--- config.mk ---
export PLATFORM = sky130hd
export DESIGN_NAME = photobooth_rom_arbiter_flat
export DESIGN_NICKNAME = d
export VERILOG_FILES = /design/src/rtl/photobooth_rom_arbiter_if.sv /design/src/rtl/photobooth_rom_arbiter.sv /design/src/flat_wrapper.sv
export SDC_FILE = /design/constraint.sdc
export NUM_CORES = 1
export LEC_CHECK = 0
export BUFFER_PORTS_ARGS = -buffer_cell sky130_fd_sc_hd__buf_2
export CAP_MARGIN = 20
export CORE_MARGIN = 10
export CORE_UTILIZATION = 46
export CTS_CLUSTER_DIAMETER = 30
export DETAILED_ROUTE_END_ITERATION = 8
export PLACE_DENSITY_LB_ADDON = 0.12
export SLEW_MARGIN = 20
export SYNTH_ARGS = -nofsm -noshare
export SYNTH_HDL_FRONTEND = slang
export SYNTH_SLANG_ARGS = --single-unit
export TNS_END_PERCENT = 30
--- constraint.sdc ---
create_clock -name pixel_clk_in -period 3.5 [get_ports pixel_clk_in]
set_clock_uncertainty 0.15 [all_clocks]
set_input_delay 0.875 -clock pixel_clk_in [delete_from_list [all_inputs] [get_ports pixel_clk_in]]
set_output_delay 0.875 -clock pixel_clk_in [all_outputs]
set_load 0.05 [all_outputs]
--- src/rtl/photobooth_rom_arbiter_if.sv ---
// Bus bundle between the photobooth BROM arbiter, its two readers and the BROM.
// The slave modport is the arbiter's view of the bus. The master modport is
// the environment's view: the readers plus the ROM.
interface photobooth_rom_arbiter_if #(
  parameter int ADDR_W = 17,
  parameter int DATA_W = 8
);
  // video reader
  logic              vid_valid_in;
  logic [ADDR_W-1:0] vid_addr_in;
  logic              vid_valid_out;
  logic [DATA_W-1:0] vid_data_out;
  // auxiliary reader
  logic              aux_req_in;
  logic [ADDR_W-1:0] aux_addr_in;
  logic              aux_ack_out;
  logic              aux_valid_out;
  logic [DATA_W-1:0] aux_data_out;
  logic              aux_starve_out;
  // BROM side
  logic [ADDR_W-1:0] rom_addr_out;
  logic [DATA_W-1:0] rom_data_in;

  modport slave (
    input  vid_valid_in, vid_addr_in, aux_req_in, aux_addr_in, rom_data_in,
    output vid_valid_out, vid_data_out, aux_ack_out, aux_valid_out,
           aux_data_out, aux_starve_out, rom_addr_out
  );

  modport master (
    output vid_valid_in, vid_addr_in, aux_req_in, aux_addr_in, rom_data_in,
    input  vid_valid_out, vid_data_out, aux_ack_out, aux_valid_out,
           aux_data_out, aux_starve_out, rom_addr_out
  );
endinterface

--- src/rtl/photobooth_rom_arbiter.sv ---
// Shares one single-port BROM between the pixel pipeline and a background aux
// reader. Video has fixed priority and keeps bare-BROM latency. Aux uses
// req/ack, and its results come back one cycle later through a register.
// A small tag pipeline records who owns each in-flight read slot.
module photobooth_rom_arbiter #(
  parameter int ADDR_W       = 17,
  parameter int DATA_W       = 8,
  parameter int ROM_LATENCY  = 2,
  parameter int STARVE_LIMIT = 1023
) (
  input  logic                    pixel_clk_in,
  input  logic                    rst_in,
  photobooth_rom_arbiter_if.slave bus
);
  localparam int CNT_W = $clog2(STARVE_LIMIT + 1);
  localparam logic [CNT_W-1:0] LIMIT = CNT_W'(STARVE_LIMIT);

  logic                   ack;
  logic [ADDR_W-1:0]      addr_mux;
  // Slot ownership. Index 0 is the newest slot and ROM_LATENCY-1 is the oldest.
  logic [ROM_LATENCY-1:0] vid_pipe;
  logic [ROM_LATENCY-1:0] aux_pipe;
  logic                   aux_vld;
  logic [DATA_W-1:0]      aux_data;
  logic [CNT_W-1:0]       cnt;
  logic [CNT_W-1:0]       cnt_next;
  logic                   starve;

  // Aux gets the port only in cycles video leaves free. Video is never stalled.
  assign ack                = bus.aux_req_in & ~bus.vid_valid_in;
  assign addr_mux           = bus.vid_valid_in ? bus.vid_addr_in : bus.aux_addr_in;
  assign bus.aux_ack_out    = ack;
  assign bus.rom_addr_out   = addr_mux;

  // Video returns straight from the ROM port, so it has the same latency as a bare BROM.
  assign bus.vid_valid_out  = vid_pipe[ROM_LATENCY-1];
  assign bus.vid_data_out   = vid_pipe[ROM_LATENCY-1] ? bus.rom_data_in : {DATA_W{1'b0}};
  assign bus.aux_valid_out  = aux_vld;
  assign bus.aux_data_out   = aux_data;
  assign bus.aux_starve_out = starve;

  // Shift in this cycle's ownership. Reset clears all slots, which drops in-flight reads.
  always_ff @(posedge pixel_clk_in or posedge rst_in) begin
    if (rst_in) begin
      vid_pipe <= '0;
      aux_pipe <= '0;
    end else begin
      vid_pipe <= ROM_LATENCY'({vid_pipe, bus.vid_valid_in});
      aux_pipe <= ROM_LATENCY'({aux_pipe, ack});
    end
  end

  // Capture the aux result. It is held until the next aux return.
  always_ff @(posedge pixel_clk_in or posedge rst_in) begin
    if (rst_in) begin
      aux_vld  <= 1'b0;
      aux_data <= '0;
    end else begin
      aux_vld <= aux_pipe[ROM_LATENCY-1];
      if (aux_pipe[ROM_LATENCY-1]) aux_data <= bus.rom_data_in;
    end
  end

  // Count consecutive ungranted request cycles, saturating at the limit.
  always_comb begin
    cnt_next = cnt;
    if (!bus.aux_req_in || ack)
      cnt_next = '0;
    else if (cnt != LIMIT)
      cnt_next = cnt + CNT_W'(1);
  end

  // The starvation flag is sticky status only. It does not change arbitration.
  always_ff @(posedge pixel_clk_in or posedge rst_in) begin
    if (rst_in) begin
      cnt    <= '0;
      starve <= 1'b0;
    end else begin
      cnt <= cnt_next;
      if (cnt_next == LIMIT) starve <= 1'b1;
    end
  end
endmodule
--- src/flat_wrapper.sv ---
// flat-port wrapper written by rule: the top's interface ports become plain ports
module photobooth_rom_arbiter_flat 
#(
  parameter int ADDR_W       = 17,
  parameter int DATA_W       = 8,
  parameter int ROM_LATENCY  = 2,
  parameter int STARVE_LIMIT = 1023
)
  (pixel_clk_in, rst_in, bus_vid_valid_in, bus_vid_addr_in, bus_aux_req_in, bus_aux_addr_in, bus_rom_data_in, bus_vid_valid_out, bus_vid_data_out, bus_aux_ack_out, bus_aux_valid_out, bus_aux_data_out, bus_aux_starve_out, bus_rom_addr_out);
  photobooth_rom_arbiter_if #(.ADDR_W(ADDR_W), .DATA_W(DATA_W)) bus_i ();
  input  logic pixel_clk_in;
  input  logic rst_in;
  input wire logic [$bits(bus_i.vid_valid_in)-1:0] bus_vid_valid_in;
  input wire logic [$bits(bus_i.vid_addr_in)-1:0] bus_vid_addr_in;
  input wire logic [$bits(bus_i.aux_req_in)-1:0] bus_aux_req_in;
  input wire logic [$bits(bus_i.aux_addr_in)-1:0] bus_aux_addr_in;
  input wire logic [$bits(bus_i.rom_data_in)-1:0] bus_rom_data_in;
  output wire logic [$bits(bus_i.vid_valid_out)-1:0] bus_vid_valid_out;
  output wire logic [$bits(bus_i.vid_data_out)-1:0] bus_vid_data_out;
  output wire logic [$bits(bus_i.aux_ack_out)-1:0] bus_aux_ack_out;
  output wire logic [$bits(bus_i.aux_valid_out)-1:0] bus_aux_valid_out;
  output wire logic [$bits(bus_i.aux_data_out)-1:0] bus_aux_data_out;
  output wire logic [$bits(bus_i.aux_starve_out)-1:0] bus_aux_starve_out;
  output wire logic [$bits(bus_i.rom_addr_out)-1:0] bus_rom_addr_out;
  assign bus_i.vid_valid_in = bus_vid_valid_in;
  assign bus_i.vid_addr_in = bus_vid_addr_in;
  assign bus_i.aux_req_in = bus_aux_req_in;
  assign bus_i.aux_addr_in = bus_aux_addr_in;
  assign bus_i.rom_data_in = bus_rom_data_in;
  assign bus_vid_valid_out = bus_i.vid_valid_out;
  assign bus_vid_data_out = bus_i.vid_data_out;
  assign bus_aux_ack_out = bus_i.aux_ack_out;
  assign bus_aux_valid_out = bus_i.aux_valid_out;
  assign bus_aux_data_out = bus_i.aux_data_out;
  assign bus_aux_starve_out = bus_i.aux_starve_out;
  assign bus_rom_addr_out = bus_i.rom_addr_out;
  photobooth_rom_arbiter #(.ADDR_W(ADDR_W), .DATA_W(DATA_W), .ROM_LATENCY(ROM_LATENCY), .STARVE_LIMIT(STARVE_LIMIT)) u_core (.pixel_clk_in(pixel_clk_in), .rst_in(rst_in), .bus(bus_i));
endmodule
# Word-level counts from Yosys, hierarchy flattened
# Cells that the tools add are included.
dict set report totals {
  regBits 24
  out_inout_bits 37
  wordCells 17
}
dict set report op_classes {
  n_addsub 1
  eq_ne 2
  muxes 4
  bitwise 2
  reduce_logical 2
}
# op count
set ops {}
lappend ops {{10-bit 2-to-1 mux} 2}
lappend ops {{17-bit 2-to-1 mux} 1}
lappend ops {{10-bit by 1-bit adder with 10-bit output, second input constant} 1}
lappend ops {{10-bit == test, second input constant} 1}
lappend ops {{10-bit != test, second input constant} 1}
lappend ops {{8-bit 2-to-1 mux} 1}
lappend ops {{1-bit AND} 1}
lappend ops {{1-bit logical NOT} 1}
lappend ops {{1-bit logical OR} 1}
lappend ops {{1-bit inverter} 1}

# Longest topological paths before layout
dict set report depth {
  word_depth 5
  depth_mapped 6
  mapped_depth_nobuf 6
}

# Worst setup path after synthesis
# OpenSTA, ideal clock, no wires.
dict set report synth_timing {
  kind {in2out}
  startpoint {input bus_vid_valid_in}
  endpoint {output bus_aux_ack_out}
  t_arrival_ns 2.028
  t_required_ns 2.475
  slack_ns 0.447
  cell_stages 3
  path_cell_list {buf_2 > buf_1 > nor2b_1}
}
dict set report synth_between {
  elab_chain_len 2
}
# element line_no
set synth_lines {}
lappend synth_lines {{from (decl)} flat_wrapper.sv:13} ;# input wire logic [$bits(bus_i.vid_valid_in)-1:0] bus_vid_valid_in;
lappend synth_lines {{1-bit inverter} photobooth_rom_arbiter.sv:30} ;# assign ack = bus.aux_req_in & ~bus.vid_valid_in;
lappend synth_lines {{1-bit AND} photobooth_rom_arbiter.sv:30}
lappend synth_lines {{to (decl)} flat_wrapper.sv:20} ;# output wire logic [$bits(bus_i.aux_ack_out)-1:0] bus_aux_ack_out;
# No other way between the ends.

# Worst setup path in the final report
dict set report layout_timing {
  startpoint {input bus_vid_valid_in}
  endpoint {output bus_rom_addr_out[11]}
}
dict set report layout_between {
  elab_chain_len 1
}
# element line_no
set layout_lines {}
lappend layout_lines {{17-bit 2-to-1 mux} photobooth_rom_arbiter.sv:31} ;# assign addr_mux = bus.vid_valid_in ? bus.vid_addr_in : bus.aux_addr_in;
lappend layout_lines {{to (decl)} flat_wrapper.sv:24} ;# output wire logic [$bits(bus_i.rom_addr_out)-1:0] bus_rom_addr_out;
# No other way between the ends.

==> results.cfg <==
[routing]
drc = 0
avgViaCountPerCell = 5.339
firstDrtPassIters = 4
ant_nets = 0
first_iter_violations = 63
routedWlPerCell_microns = 16.76
wl_microns = 3905
vias = 1244

[grt]
grt_util_all_layers = 0.1422
busiest_layer = met2
grt-ovfl-total = 0
grt_max_degree = 25
grt_pass1_wl_microns = 6072
grt_pass1_vias = 1335
grtUsageMet2 = 0.2434
grtUsageMet3 = 0.07181
antenna_found_initial = 0
gr-usage-met1 = 0.1400

[clock_network]
cts_buffer_depth = 2
cts_root_buf = clkbuf_4
cts_hold_buf = 0
cts_tree = built
ctsResizeCount = 0
path_clk_slew_ps = 100
post-cts-setup-buffer-count = 0
clock_latency_ps = 310
cts_htree_levels = 1
clkSinkCount = 24
cts_buffers = 3

[logic_synthesis]
synth_commonest_cells = mux2_2 (25), dfrtp_1 (24), and2_1 (9), nor2_1 (7), nand2_1 (6)
synthAdderAreaFrac = 0.009285
synth_xor_area_frac = 0.01300
ys_warn_count = 0
yosys-top-cells-area = dfrtp_1 (45%), mux2_2 (21%), and2_1 (4.2%), nor2_1 (1.9%), and3_1 (1.9%)
synth_cells = 121
yosys.area.top_type_share = 0.4457
synth_compound_area_frac = 0.09471
syn_area_sq_um = 1348
yosys_register_bits = 24
synth_edf_count = 0
async_reset_ff_frac = 1.000
ys_seq_area_frac = 0.4457
syn-num-nets = 168
synth_cell_types = 38
syn_area_per_cell_sq_um = 11.14
synth_top_area_cell = dfrtp_1
yosysMostFrequentCell = mux2_2
synth-main-ff-cell = dfrtp_1
synth_top_family_by_area = multiplexers
synth_simple_gate_area_share = 0.1848
synthMuxAreaShare = 0.2321

[timing]
setup_viol = 0
final_hold_viol_count = 0
worst_slew_pin_slew_ps = 920.2
fin_ws_ps = 660.5
finalCriticalPeriod_ps = 2839
setup_tns_ps = 0
maxSlewViolCount = 0
timing.slew.headroom = 0.3859
post-route-period-util = 0.8113
rsz0062_at_grt = false
max_freq_ghz = 0.3522

[critical_path]
r2r_start = u_core.cnt[0]$_DFF_PP0_
path_buf_inv = 2
crit_path_top_delay_cell = mux2_2
cp_slowest_stage_delay_ps = 380
critPathLaunchType = input pin
critPathRequiredTime_ps = 2470
crit_path_frequent_cell = buf_2
worstPathMaxFanout = 21
reg2reg_slack_ps = 1400
r2r-end = u_core.bus.aux_starve_out$_DFFE_PP0N_
cp.depth = 3
critical_path_class = input pin to primary output
crit_path_end_kind = primary output
crit_family = buffers and inverters
rr_worst_depth = 6
crit_chain = buf_2 -> mux2_2 -> buf_2
worstPathArrival_ps = 1810

[pwr]
power.density_nw_per_um2 = 368.0
max-vdd-ir-drop_mv = 0.2903
power_leakage_uw = 0.0008914

[die]
die_x_microns = 74.13
ios = 83
fp.dieH_microns = 74.13
core_area_sq_um = 2781
dieArea_sq_um = 5495
rows = 19
initial_core_util = 0.4845

[outcome]
status = finished, final reports clean

[layout]
final_layout_size_suffix_gt1_frac = 0.5693
antenna_cells = 0
syn_to_final_growth_pct = 33.80
nNetsFinal = 251

[place]
dp_hpwl_microns = 3272
routabilityCongestion = 0.8808
portBuffers = 82
pre_cts_slack_ps = 649.7

[worst_hold_path]
min_to = u_core.aux_pipe[1]$_DFF_PP0_
hold_path_depth = 0
min_from = u_core.aux_pipe[0]$_DFF_PP0_
min_path_type = flip-flop to flip-flop

[flow_run]
cap_violations = 0
-- worst max path at each step --
stage	from	endpoint	slack, ps
5_1_grt	bus_vid_valid_in	bus_rom_addr_out[11]	580
4_1_cts	bus_vid_valid_in	bus_rom_addr_out[11]	650
6_report	bus_vid_valid_in	bus_rom_addr_out[11]	660
3_5_place_dp	bus_vid_valid_in	bus_rom_addr_out[11]	650
3_3_place_gp	bus_vid_valid_in	bus_rom_addr_out[1]	690
2_1_floorplan	bus_vid_valid_in	bus_aux_ack_out	450
-- sequential cells by signal, indices dropped and copies added (netlist names) --
name and count:
u_core.bus.aux_valid_out 1, u_core.cnt 10, u_core.vid_pipe 2, u_core.bus.aux_starve_out 1, u_core.aux_pipe 2, u_core.bus.aux_data_out 8
-- logic make-up after synthesis --
| family | after synthesis |
|---|---|
| AND/OR/NAND/NOR | 42 |
| multiplexers | 28 |
| flip-flops | 24 |
| AO/OA/AOI/OAI | 17 |
| buffers and inverters | 7 |
| XOR/XNOR | 2 |
| adder cells (fa/ha/maj) | 1 |
-- layout make-up --
cell class | count | area (sq um)
Multi-Input combinational cell | 90 | 719.4
Fill cell | 234 | 978.4
Sequential cell | 24 | 600.6
Tap cell | 31 | 38.79
Timing Repair Buffer | 82 | 410.4
Inverter | 3 | 11.26
Clock buffer | 3 | 22.52
-- placed cells by master, fill, tap and decap left out --
cell type / synthesis / layout
nor3_2: 1 / 1
a311oi_2: 1 / 1
xnor2_1: 2 / 2
and4bb_1: 1 / 1
and4_1: 1 / 1
or3_1: 1 / 1
inv_1: 3 / 3
nor2_1: 7 / 7
a21oi_1: 3 / 3
nor2b_1: 2 / 2
mux2_2: 25 / 25
clkbuf_4: 0 / 3
nand3_2: 1 / 1
a31oi_1: 2 / 2
o21ai_0: 2 / 2
mux2_1: 1 / 1
nand4_1: 2 / 2
or3_4: 1 / 1
or2_0: 1 / 1
a22oi_1: 1 / 1
a211oi_1: 2 / 2
o22ai_1: 1 / 1
mux2i_1: 2 / 2
and2_1: 9 / 9
buf_2: 1 / 82
a211oi_2: 1 / 1
ha_1: 1 / 1
o221ai_1: 1 / 1
dfrtp_1: 24 / 24
nand3_1: 3 / 3
nand2_1: 6 / 6
nand3b_1: 1 / 1
a21o_1: 1 / 1
a41o_1: 1 / 1
o21a_1: 1 / 1
and3_1: 4 / 4
nand2b_1: 1 / 1
-- where the power goes --
group | internal, uW | leakage [uW] | switching, uW
Sequential | 295 | 0.000309 | 10.7
Combinational | 71.7 | 0.000569 | 172
Clock | 40.3 | 0.0000138 | 74.3
-- through the flow --
step	instance area [sq um]	util	total power (uW)	std cells	hold slack (ps)
after floorplan	1348	-	488.5	121	181.2
after global placement	1780	0.6401	553.3	230	184.7
after detailed placement	1780	0.6401	557.9	230	188.5
after CTS	1803	0.6482	674.3	233	215.4
after global routing	1803	0.6482	692.2	233	219.1
final	1803	0.6482	663.5	233	211.4
-- per-layer routing --
metal | vias to the layer above | share of wire
met3 | 7 | 0.14
met1 | 574 | 0.35
met5 | - | 0
met4 | 0 | 0.020
met2 | 58 | 0.49
li1 | 605 | -
(Power assumes the default switching activity.)
